**src/rtl/parser_pkg.sv**
```systemverilog
// ---------------------------------------------------------------------------
// parser_pkg
// Shared constants and types for the parser's type-rule lookup stage.
//   - *_DEF localparams : default sizing of the type-rule table
//   - type_vec_t        : TYPE_NUM fields of TYPE_WIDTH bits
//   - key_offset_vec_t  : KEY_FILED_NUM offsets of KEY_OFFSET_WIDTH bits
//   - rule_entry_t      : one table entry (valid, data, mask, keyOffset)
//   - idWidth()         : index width for an n-entry table, never below 1
// ---------------------------------------------------------------------------
package parser_pkg;

  localparam int TYPE_NUM_DEF         = 4;
  localparam int TYPE_WIDTH_DEF       = 8;
  localparam int KEY_OFFSET_WIDTH_DEF = 6;
  localparam int KEY_FILED_NUM_DEF    = 8;
  localparam int RULE_NUM_DEF         = 4;

  typedef logic [TYPE_NUM_DEF-1:0][TYPE_WIDTH_DEF-1:0] type_vec_t;
  typedef logic [KEY_FILED_NUM_DEF-1:0][KEY_OFFSET_WIDTH_DEF-1:0] key_offset_vec_t;

  typedef struct packed {
    logic            valid;
    type_vec_t       data;
    type_vec_t       mask;
    key_offset_vec_t keyOffset;
  } rule_entry_t;

  // A single-entry table still needs a one-bit index.
  function automatic int idWidth(input int n);
    return (n > 1) ? $clog2(n) : 1;
  endfunction

endpackage

```
**src/rtl/rule_prio_enc.sv**
```systemverilog
// ---------------------------------------------------------------------------
// rule_prio_enc
// Combinational priority encoder; the lowest set bit wins.
// Ports:
//   hit_i [N-1:0] : per-rule hit vector
//   any_o         : at least one bit of hit_i is set
//   idx_o [W-1:0] : index of the lowest set bit, 0 when nothing is set
// ---------------------------------------------------------------------------
module rule_prio_enc #(
  parameter int N = 4,
  parameter int W = 2
) (
  input  logic [N-1:0] hit_i,
  output logic         any_o,
  output logic [W-1:0] idx_o
);

  // Scan from the top down so the last assignment is the lowest index.
  always_comb begin
    any_o = 1'b0;
    idx_o = '0;
    for (int i = N - 1; i >= 0; i--) begin
      if (hit_i[i]) begin
        any_o = 1'b1;
        idx_o = W'(i);
      end
    end
  end

endmodule

```
**src/rtl/type_rule_lookup.sv**
```systemverilog
// ---------------------------------------------------------------------------
// type_rule_lookup
// Holds the type-rule table and matches every extracted type vector against
// all rules in parallel. A two-stage pipeline returns the winning rule's
// key-field offsets to the key extractor, with valid/ready backpressure.
// Optional build macro: TYPE_RULE_HIT_CNT_EN adds per-rule hit counters and
// a miss counter, read through i_cnt_rd_idx / o_cnt_rd_data.
// Ports:
//   i_clk, i_rst_n         : clock, asynchronous active-low reset
//   i_typeRule_*           : table write strobe (one bit per rule) and data
//   i_type_valid/data      : lookup request
//   o_type_ready           : request accepted when valid & ready
//   o_key_valid/hit/ruleID : lookup result
//   o_key_offset           : winning rule's key offsets (0 on miss)
//   i_key_ready            : downstream accepts the result
//   i_cnt_rd_idx           : counter select (macro builds only)
//   o_cnt_rd_data          : registered counter value (macro builds only)
// ---------------------------------------------------------------------------
module type_rule_lookup
  import parser_pkg::*;
#(
  parameter int TYPE_NUM         = TYPE_NUM_DEF,
  parameter int TYPE_WIDTH       = TYPE_WIDTH_DEF,
  parameter int KEY_OFFSET_WIDTH = KEY_OFFSET_WIDTH_DEF,
  parameter int KEY_FILED_NUM    = KEY_FILED_NUM_DEF,
  parameter int RULE_NUM         = RULE_NUM_DEF,
  parameter int RULE_ID_WIDTH    = idWidth(RULE_NUM)
) (
  input  logic                                      i_clk,
  input  logic                                      i_rst_n,
  input  logic [RULE_NUM-1:0]                       i_typeRule_wren,
  input  logic                                      i_typeRule_valid,
  input  logic [TYPE_NUM*TYPE_WIDTH-1:0]            i_typeRule_typeData,
  input  logic [TYPE_NUM*TYPE_WIDTH-1:0]            i_typeRule_typeMask,
  input  logic [KEY_FILED_NUM*KEY_OFFSET_WIDTH-1:0] i_typeRule_keyOffset,
  input  logic                                      i_type_valid,
  input  logic [TYPE_NUM*TYPE_WIDTH-1:0]            i_type_data,
  output logic                                      o_type_ready,
  output logic                                      o_key_valid,
  output logic                                      o_key_hit,
  output logic [RULE_ID_WIDTH-1:0]                  o_key_ruleID,
  output logic [KEY_FILED_NUM*KEY_OFFSET_WIDTH-1:0] o_key_offset,
`ifdef TYPE_RULE_HIT_CNT_EN
  input  logic [RULE_ID_WIDTH:0]                    i_cnt_rd_idx,
  output logic [31:0]                               o_cnt_rd_data,
`endif
  input  logic                                      i_key_ready
);

  localparam int TW = TYPE_NUM * TYPE_WIDTH;
  localparam int OW = KEY_FILED_NUM * KEY_OFFSET_WIDTH;

  logic          ruleValid_q  [RULE_NUM];
  logic [TW-1:0] ruleData_q   [RULE_NUM];
  logic [TW-1:0] ruleMask_q   [RULE_NUM];
  logic [OW-1:0] ruleOffset_q [RULE_NUM];

  logic [RULE_NUM-1:0]      hitVec;
  logic                     en;
  logic                     s1Valid_q;
  logic [RULE_NUM-1:0]      s1Hit_q;
  logic                     encAny;
  logic [RULE_ID_WIDTH-1:0] encIdx;

  logic                     keyValid_q;
  logic                     keyHit_q, keyHit_d;
  logic [RULE_ID_WIDTH-1:0] keyRuleId_q, keyRuleId_d;
  logic [OW-1:0]            keyOffset_q, keyOffset_d;

  // Both stages advance together whenever the output slot is empty or drained.
  assign en           = ~keyValid_q | i_key_ready;
  assign o_type_ready = en;

  // Table writes ignore backpressure; every flagged entry takes the same data.
  always_ff @(posedge i_clk or negedge i_rst_n) begin
    if (!i_rst_n) begin
      for (int r = 0; r < RULE_NUM; r++) begin
        ruleValid_q[r]  <= 1'b0;
        ruleData_q[r]   <= '0;
        ruleMask_q[r]   <= '0;
        ruleOffset_q[r] <= '0;
      end
    end else begin
      for (int r = 0; r < RULE_NUM; r++) begin
        if (i_typeRule_wren[r]) begin
          ruleValid_q[r]  <= i_typeRule_valid;
          ruleData_q[r]   <= i_typeRule_typeData;
          ruleMask_q[r]   <= i_typeRule_typeMask;
          ruleOffset_q[r] <= i_typeRule_keyOffset;
        end
      end
    end
  end

  // Masked compare across the whole vector equals the per-field compare,
  // since each field's mask bits only touch that field.
  always_comb begin
    hitVec = '0;
    for (int r = 0; r < RULE_NUM; r++) begin
      hitVec[r] = ruleValid_q[r] &
                  (((i_type_data ^ ruleData_q[r]) & ruleMask_q[r]) == '0);
    end
  end

  // Stage 1: hits are taken against the table as it stood before this edge.
  // Bubbles carry an all-zero hit vector so idle outputs stay clean.
  always_ff @(posedge i_clk or negedge i_rst_n) begin
    if (!i_rst_n) begin
      s1Valid_q <= 1'b0;
      s1Hit_q   <= '0;
    end else if (en) begin
      s1Valid_q <= i_type_valid;
      s1Hit_q   <= i_type_valid ? hitVec : '0;
    end
  end

  rule_prio_enc #(
    .N (RULE_NUM),
    .W (RULE_ID_WIDTH)
  ) u_prio_enc (
    .hit_i (s1Hit_q),
    .any_o (encAny),
    .idx_o (encIdx)
  );

  // Offsets are read at stage 2, so a rewrite between stages shows up here.
  always_comb begin
    keyHit_d    = encAny;
    keyRuleId_d = encIdx;
    keyOffset_d = encAny ? ruleOffset_q[encIdx] : '0;
  end

  always_ff @(posedge i_clk or negedge i_rst_n) begin
    if (!i_rst_n) begin
      keyValid_q  <= 1'b0;
      keyHit_q    <= 1'b0;
      keyRuleId_q <= '0;
      keyOffset_q <= '0;
    end else if (en) begin
      keyValid_q  <= s1Valid_q;
      keyHit_q    <= keyHit_d;
      keyRuleId_q <= keyRuleId_d;
      keyOffset_q <= keyOffset_d;
    end
  end

  assign o_key_valid  = keyValid_q;
  assign o_key_hit    = keyHit_q;
  assign o_key_ruleID = keyRuleId_q;
  assign o_key_offset = keyOffset_q;

`ifdef TYPE_RULE_HIT_CNT_EN
  localparam logic [RULE_ID_WIDTH:0] RULE_NUM_IDX = (RULE_ID_WIDTH + 1)'(RULE_NUM);

  logic [31:0] hitCnt_q [RULE_NUM];
  logic [31:0] missCnt_q;
  logic [31:0] cntRdData_q, cntRdData_d;
  logic        resultFire;

  assign resultFire = keyValid_q & i_key_ready;

  // Counters count delivered results only; rewriting a rule restarts its count.
  always_ff @(posedge i_clk or negedge i_rst_n) begin
    if (!i_rst_n) begin
      for (int r = 0; r < RULE_NUM; r++) begin
        hitCnt_q[r] <= '0;
      end
      missCnt_q <= '0;
    end else begin
      for (int r = 0; r < RULE_NUM; r++) begin
        if (i_typeRule_wren[r]) begin
          hitCnt_q[r] <= '0;
        end else if (resultFire && keyHit_q && keyRuleId_q == RULE_ID_WIDTH'(r) &&
                     hitCnt_q[r] != 32'hFFFF_FFFF) begin
          hitCnt_q[r] <= hitCnt_q[r] + 32'd1;
        end
      end
      if (resultFire && !keyHit_q && missCnt_q != 32'hFFFF_FFFF) begin
        missCnt_q <= missCnt_q + 32'd1;
      end
    end
  end

  always_comb begin
    cntRdData_d = '0;
    if (i_cnt_rd_idx < RULE_NUM_IDX) begin
      cntRdData_d = hitCnt_q[i_cnt_rd_idx[RULE_ID_WIDTH-1:0]];
    end else if (i_cnt_rd_idx == RULE_NUM_IDX) begin
      cntRdData_d = missCnt_q;
    end
  end

  always_ff @(posedge i_clk or negedge i_rst_n) begin
    if (!i_rst_n) begin
      cntRdData_q <= '0;
    end else begin
      cntRdData_q <= cntRdData_d;
    end
  end

  assign o_cnt_rd_data = cntRdData_q;
`endif

endmodule

```
**config.mk**
```make
export PLATFORM = sky130hd
export DESIGN_NAME = type_rule_lookup
export DESIGN_NICKNAME = d
export VERILOG_FILES = /design/src/rtl/parser_pkg.sv /design/src/rtl/rule_prio_enc.sv /design/src/rtl/type_rule_lookup.sv
export SDC_FILE = /design/constraint.sdc
export NUM_CORES = 1
export LEC_CHECK = 0
export BUFFER_PORTS_ARGS = -buffer_cell sky130_fd_sc_hd__buf_2
export CELL_PAD_IN_SITES_DETAIL_PLACEMENT = 0
export CELL_PAD_IN_SITES_GLOBAL_PLACEMENT = 1
export CORE_MARGIN = 5
export CORE_UTILIZATION = 40
export CTS_CLUSTER_SIZE = 40
export DETAILED_ROUTE_END_ITERATION = 16
export GPL_ROUTABILITY_DRIVEN = 1
export PLACE_DENSITY_LB_ADDON = 0.1
export SETUP_SLACK_MARGIN = 0.5
export SLEW_MARGIN = 10
export SYNTH_ARGS = -nofsm -noshare
export SYNTH_HDL_FRONTEND = slang
export SYNTH_SLANG_ARGS = --single-unit
```
**constraint.sdc**
```tcl
create_clock -name i_clk -period 2.3 [get_ports i_clk]
set_input_delay 0.23 -clock i_clk [delete_from_list [all_inputs] [get_ports i_clk]]
set_output_delay 0.23 -clock i_clk [all_outputs]
set_load 0.02 [all_outputs]
```
-- Yosys cells after proc, flatten, opt, wreduce, memory -nomap -nowiden
Index checks and enable logic that the tools add are counted.
- magnitude comparators: 1
- mux-type cells: 13
- reductions and logical operators: 4
- bitwise operators: 15
- operators by type and width (operator ; number):
    2-to-1 mux 48 bit ; 3
    AND 32 bit ; 4
    logical NOT 32 bit ; 4
    bitwise XOR 32 bit ; 4
    binary-select mux 48 bit (select 2 bit) ; 1
    2-to-1 mux 2 bit ; 4
    AND 1 bit ; 4
    2-to-1 mux 1 bit ; 4
    2-to-1 mux 4 bit ; 1
    >= comparator 3 bit (second input constant) ; 1
    inverter 2 -> 3 bit ; 1
    inverter 1 bit ; 1
    OR 1 bit ; 1
- input port bits: 153
- register bits: 509
- logic and storage cells: 55
- output and inout port bits: 53

-- Logic depth before layout (Yosys ltp)
- depth in word-level cells: 9
- depth in mapped cells: 6

-- Hierarchy
A second synthesis with hierarchy kept.
- cell total of the unflattened synthesis: 1379
- area, all modules: 21554.4 µm²
- by module, submodules not included (module ; area each (µm²) ; cells an instance ; seq. area each (µm²) ; times used):
    type_rule_lookup ; 21519.4 ; 1372 ; 12737.2 ; 1
    rule_prio_enc ; 35.0 ; 7 ; 0.0 ; 1

-- Least setup slack after synthesis
OpenSTA, ideal clock, no wires.
- path kind: reg2reg
- from: register s1Hit_q[3]
- to: register keyOffset_q[45], in the netlist o_key_offset[45]
- cell stages (with the launch flop): 7
- path slack: 461 ps
- path buffers: 2
- library setup time: 121 ps
- arrival: 1718 ps
- path through: dfrtp_1 -> nor2b_2 -> o21bai_2 -> buf_6 -> buf_6 -> mux4_2 -> a22o_1
- word-level cells in the longest chain between the ends: 9
- ends and longest elaborated chain (what ; RTL line ; source):
    from (decl) ; type_rule_lookup.sv:61 ; logic [RULE_NUM-1:0] s1Hit_q;
    from (signal assigned) ; type_rule_lookup.sv:113 ; s1Hit_q <= i_type_valid ? hitVec : '0;
    2-to-1 mux 2 bit (4 in a row) ; rule_prio_enc.sv:23 ; if (hit_i[i]) begin
    inverter 2 -> 3 bit (not written as such) ; type_rule_lookup.sv:130 ; keyOffset_d = encAny ? ruleOffset_q[encIdx] : '0;
    binary-select mux 48 bit (select 2 bit) ; type_rule_lookup.sv:130 ;
    2-to-1 mux 48 bit (not written as such) (2 in a row) ; type_rule_lookup.sv:130 ;
    2-to-1 mux 48 bit * ; type_rule_lookup.sv:130 ;
    to (signal assigned) ; type_rule_lookup.sv:143 ; keyOffset_q <= keyOffset_d;
    to (decl) ; type_rule_lookup.sv:68 ; logic [OW-1:0] keyOffset_q, keyOffset_d;
Every way passes the cells marked *; elsewhere a longest branch is shown, timed or not. The select of a mux whose other input is x is not followed.
A chain may end at the register's enable or synchronous reset.

-- Worst setup path in the final report
- from: register s1Hit_q[3]
- to: register keyOffset_q[9], in the netlist o_key_offset[9]
Same word-level chain as after synthesis.

==> results.py <==
metrics = {
    "cells_and_area": {
        "final-seq-area_sq_um": 12700,
        "mostFrequentLayoutCells": "509 x dfrtp_1, 452 x mux2_2, 200 x buf_2",
        "layout_commonest_cell": "dfrtp_1",
        "syn_to_final_growth_pct": 25.7,
        "multi_input_area_sq_um": 8590,
        "utilization": 0.505,
        "fillerInstances": 4680,
        "fin_nets": 1884,
        "drive_gt1_frac": 0.487,
        "layoutNonFillerInstCount": 2471,
    },
    "global_routing": {
        "grt_max_degree": 64,
        "grt_pass1_vias": 13900,
        "track_usage": 0.187,
        "grt_pass1_wl_um": 86100,
        "antenna_found_initial": 6,
        "grt-ovfl-total": 0,
    },
    "routing": {
        "num_vias": 12800,
        "drc": 0,
        "ant_nets": 0,
        "wire_per_inst_um": 22.2,
        "routed_wl_um": 54900,
        "vias_per_cell": 5.17,
        "drt_iter0_markers": 509,
        "dr.pass1.iters": 4,
    },
    "placed_design": {
        "dp_hpwl_um": 35600,
        "place_inst": 2237,
        "io_buffers": 205,
        "pre_cts_slack_ns": 0.385,
        "place.gp.congestion": 0.741,
    },
    "logic_synthesis": {
        "synth_area_sq_um": 21500,
        "synth.area.top_cells": "dfrtp_1 59%, mux2_2 24%, xor2_1 5.2%, mux4_2 5.0%, a22o_1 2.1%",
        "synth_cell_types": 28,
        "yosysTopAreaCell": "dfrtp_1",
        "synth_top_area_frac": 0.591,
        "yosys_warnings": 0,
        "synth_seq_cells": 509,
        "synthesis.nets": 1527,
        "synth-seq-area-share": 0.591,
        "syn_avg_cell_area_sq_um": 15.7,
        "syn_inst": 1374,
    },
    "sta": {
        "fin_ws_ns": 0.385,
        "rsz0062_at_grt": "yes",
        "finalSetupTns_ns": 0,
        "finClkSkew_ns": 0.0200,
        "finalMaxSlewViolations": 0,
        "timing.final.crit_share": 0.832,
        "min_period_ns": 1.91,
        "clock.fmax_mhz": 522,
        "slew_headroom": 0.477,
        "worst_slew_pin_slew_ns": 0.784,
        "setup_viol": 0,
        "hold_viol": 0,
    },
    "worst_setup_path": {
        "crit_slowest_cell": "mux4_2",
        "start_kind": "register",
        "crit_type": "reg2reg",
        "slowest_delay_ns": 0.50,
        "critPathRequiredTime_ns": 2.78,
        "worstPathArrival_ns": 2.40,
        "worstSetupEndpointType": "register",
        "cp_cell_sequence": "nor2b_4 -> o21bai_4 -> buf_4 -> clkbuf_16 -> mux4_2 -> a22o_1",
        "r2r_slack_ns": 0.39,
        "crit_fanout": 6,
    },
    "floorplanning": {
        "die_h_um": 242,
        "die-width_um": 242,
        "ios": 206,
        "core-area_sq_um": 53600,
        "start_util": 0.402,
        "placementRows": 85,
        "dieArea_sq_um": 58600,
    },
    "cts": {
        "clockRootBuffer": "clkbuf_16",
        "htreeDepth": 2,
        "clock_latency_ns": 0.61,
        "cts_tree": "yes",
        "cts.sinks": 509,
        "clockBufferDepth": 3,
        "cts_inserted_buffers": 58,
        "path_clk_slew_ns": 0.06,
    },
    "pwr": {
        "cellLeakagePower_uw": 0.0119,
        "ir_drop_uv": 519,
        "powerDensity_nw_per_um2": 807,
    },
    "min_path": {
        "hp-class": "in2reg",
    },
    "status": {
        "status": "finished, final reports clean",
    },
    "job": {
        "maxCapViolations": 0,
    },
}
power by group:
group          switching (uW)  total (uW)  internal [uW]  leakage (uW)
Combinational            1200        2600           1400       0.00486
Clock                    3600        9040           5440      0.000928
Sequential                441       10200           9770       0.00608
sequential cells by signal, indices dropped and copies added, names as in the netlist:
register,flops
o_key_ruleID,2
ruleData_q,128
o_key_valid,1
s1Valid_q,1
s1Hit_q,4
o_key_offset,48
ruleMask_q,128
ruleOffset_q,192
o_key_hit,1
ruleValid_q,4
path summary, 6_finish.rpt:
path / startpoint / to / cells after the start
worst max-delay path: s1Hit_q[3] / o_key_offset[9] / 6
worst min-delay path: i_typeRule_wren[3] / ruleOffset_q[12] / 2
worst max register to register: s1Hit_q[3] / o_key_offset[9] / 6
worst min register to register: s1Valid_q / o_key_valid / 1
max in group asynchronous: i_rst_n / ruleData_q[27] / 3
min in group asynchronous: i_rst_n / o_key_offset[37] / 2
cell families (layout without fill, tap and decap cells):
| logic type | Yosys count | count (layout) | share of synthesized area |
|---|---|---|---|
| and+or+nand+nor | 44 | 44 | 0.0107 |
| buffers and inverters | 74 | 470 | 0.0156 |
| other | 0 | 5 | 0 |
| DFF | 509 | 509 | 0.591 |
| muxes | 500 | 500 | 0.286 |
| AOI/OAI and AO/OA | 119 | 119 | 0.0439 |
| xor gates and xnor gates | 128 | 128 | 0.0520 |
final cells by class:
class | instances | area share
antenna | 5 | 0.000462
clock buffer | 93 | 0.0670
clock inverter | 6 | 0.00231
inverter | 1 | 0.000139
multi-input combinational | 791 | 0.317
sequential | 509 | 0.470
tap | 696 | 0.0322
timing repair buffer | 370 | 0.111
layer usage:
layer / vias to the layer above / track usage / part of all wire
met4: 2 / 0.0433 / 0.016
met1: 6758 / 0.250 / 0.44
li1: 5763 / - / -
met2: 189 / 0.321 / 0.50
met3: 62 / 0.0344 / 0.038
met5: - / 0 / 0.00024
cell usage after synthesis:
library cell and count:
buf_1 17, nand2b_1 1, nor2b_1 1, nor3_1 1, xor2_1 128, a22oi_1 55
clkbuf_1 21, nand4_1 15, o21bai_2 1, a21oi_1 4, nor2_1 2, inv_1 1
dfrtp_1 509, and3_1 1, mux2_2 452, nor4_1 1, a21o_1 1, nor2b_2 1
buf_2 32, o21ai_0 4, buf_6 2, buf_4 1, nand2_1 18, mux4_2 48
or4_1 3, a221oi_1 2, a22o_1 51, a222oi_1 1
what timing repair did:
item                                    in CTS  in global routing
gates resized for setup                     19                  8
endpoints found under the hold margin      502                  0
hold buffers                               116                  0
setup buffers                                7                  1
cloned                                       4                  2
pin swaps                                   32                 17
endpoints found under the setup margin      52                 51
critical path, delay by kind of cell (launching register included):
| kind | cells | cell delay (ns) |
|---|---|---|
| mux | 1 | 0.50 |
| flops | 1 | 0.39 |
| buf+inv | 2 | 0.38 |
| compound gates | 2 | 0.37 |
| simple gates | 1 | 0.14 |
stage by stage:
step | total power, uW | hold WS (ns) | instance area, sq um
finish | 21800 | 0.125 | 27100
global route | 22800 | 0.0928 | 27100
CTS | 22200 | 0.0831 | 27000
detailed placement | 12800 | 0.250 | 23700
global placement | 12800 | 0.251 | 23700
floorplan | 11700 | -0.0656 | 21600
(Power assumes the default switching activity.)
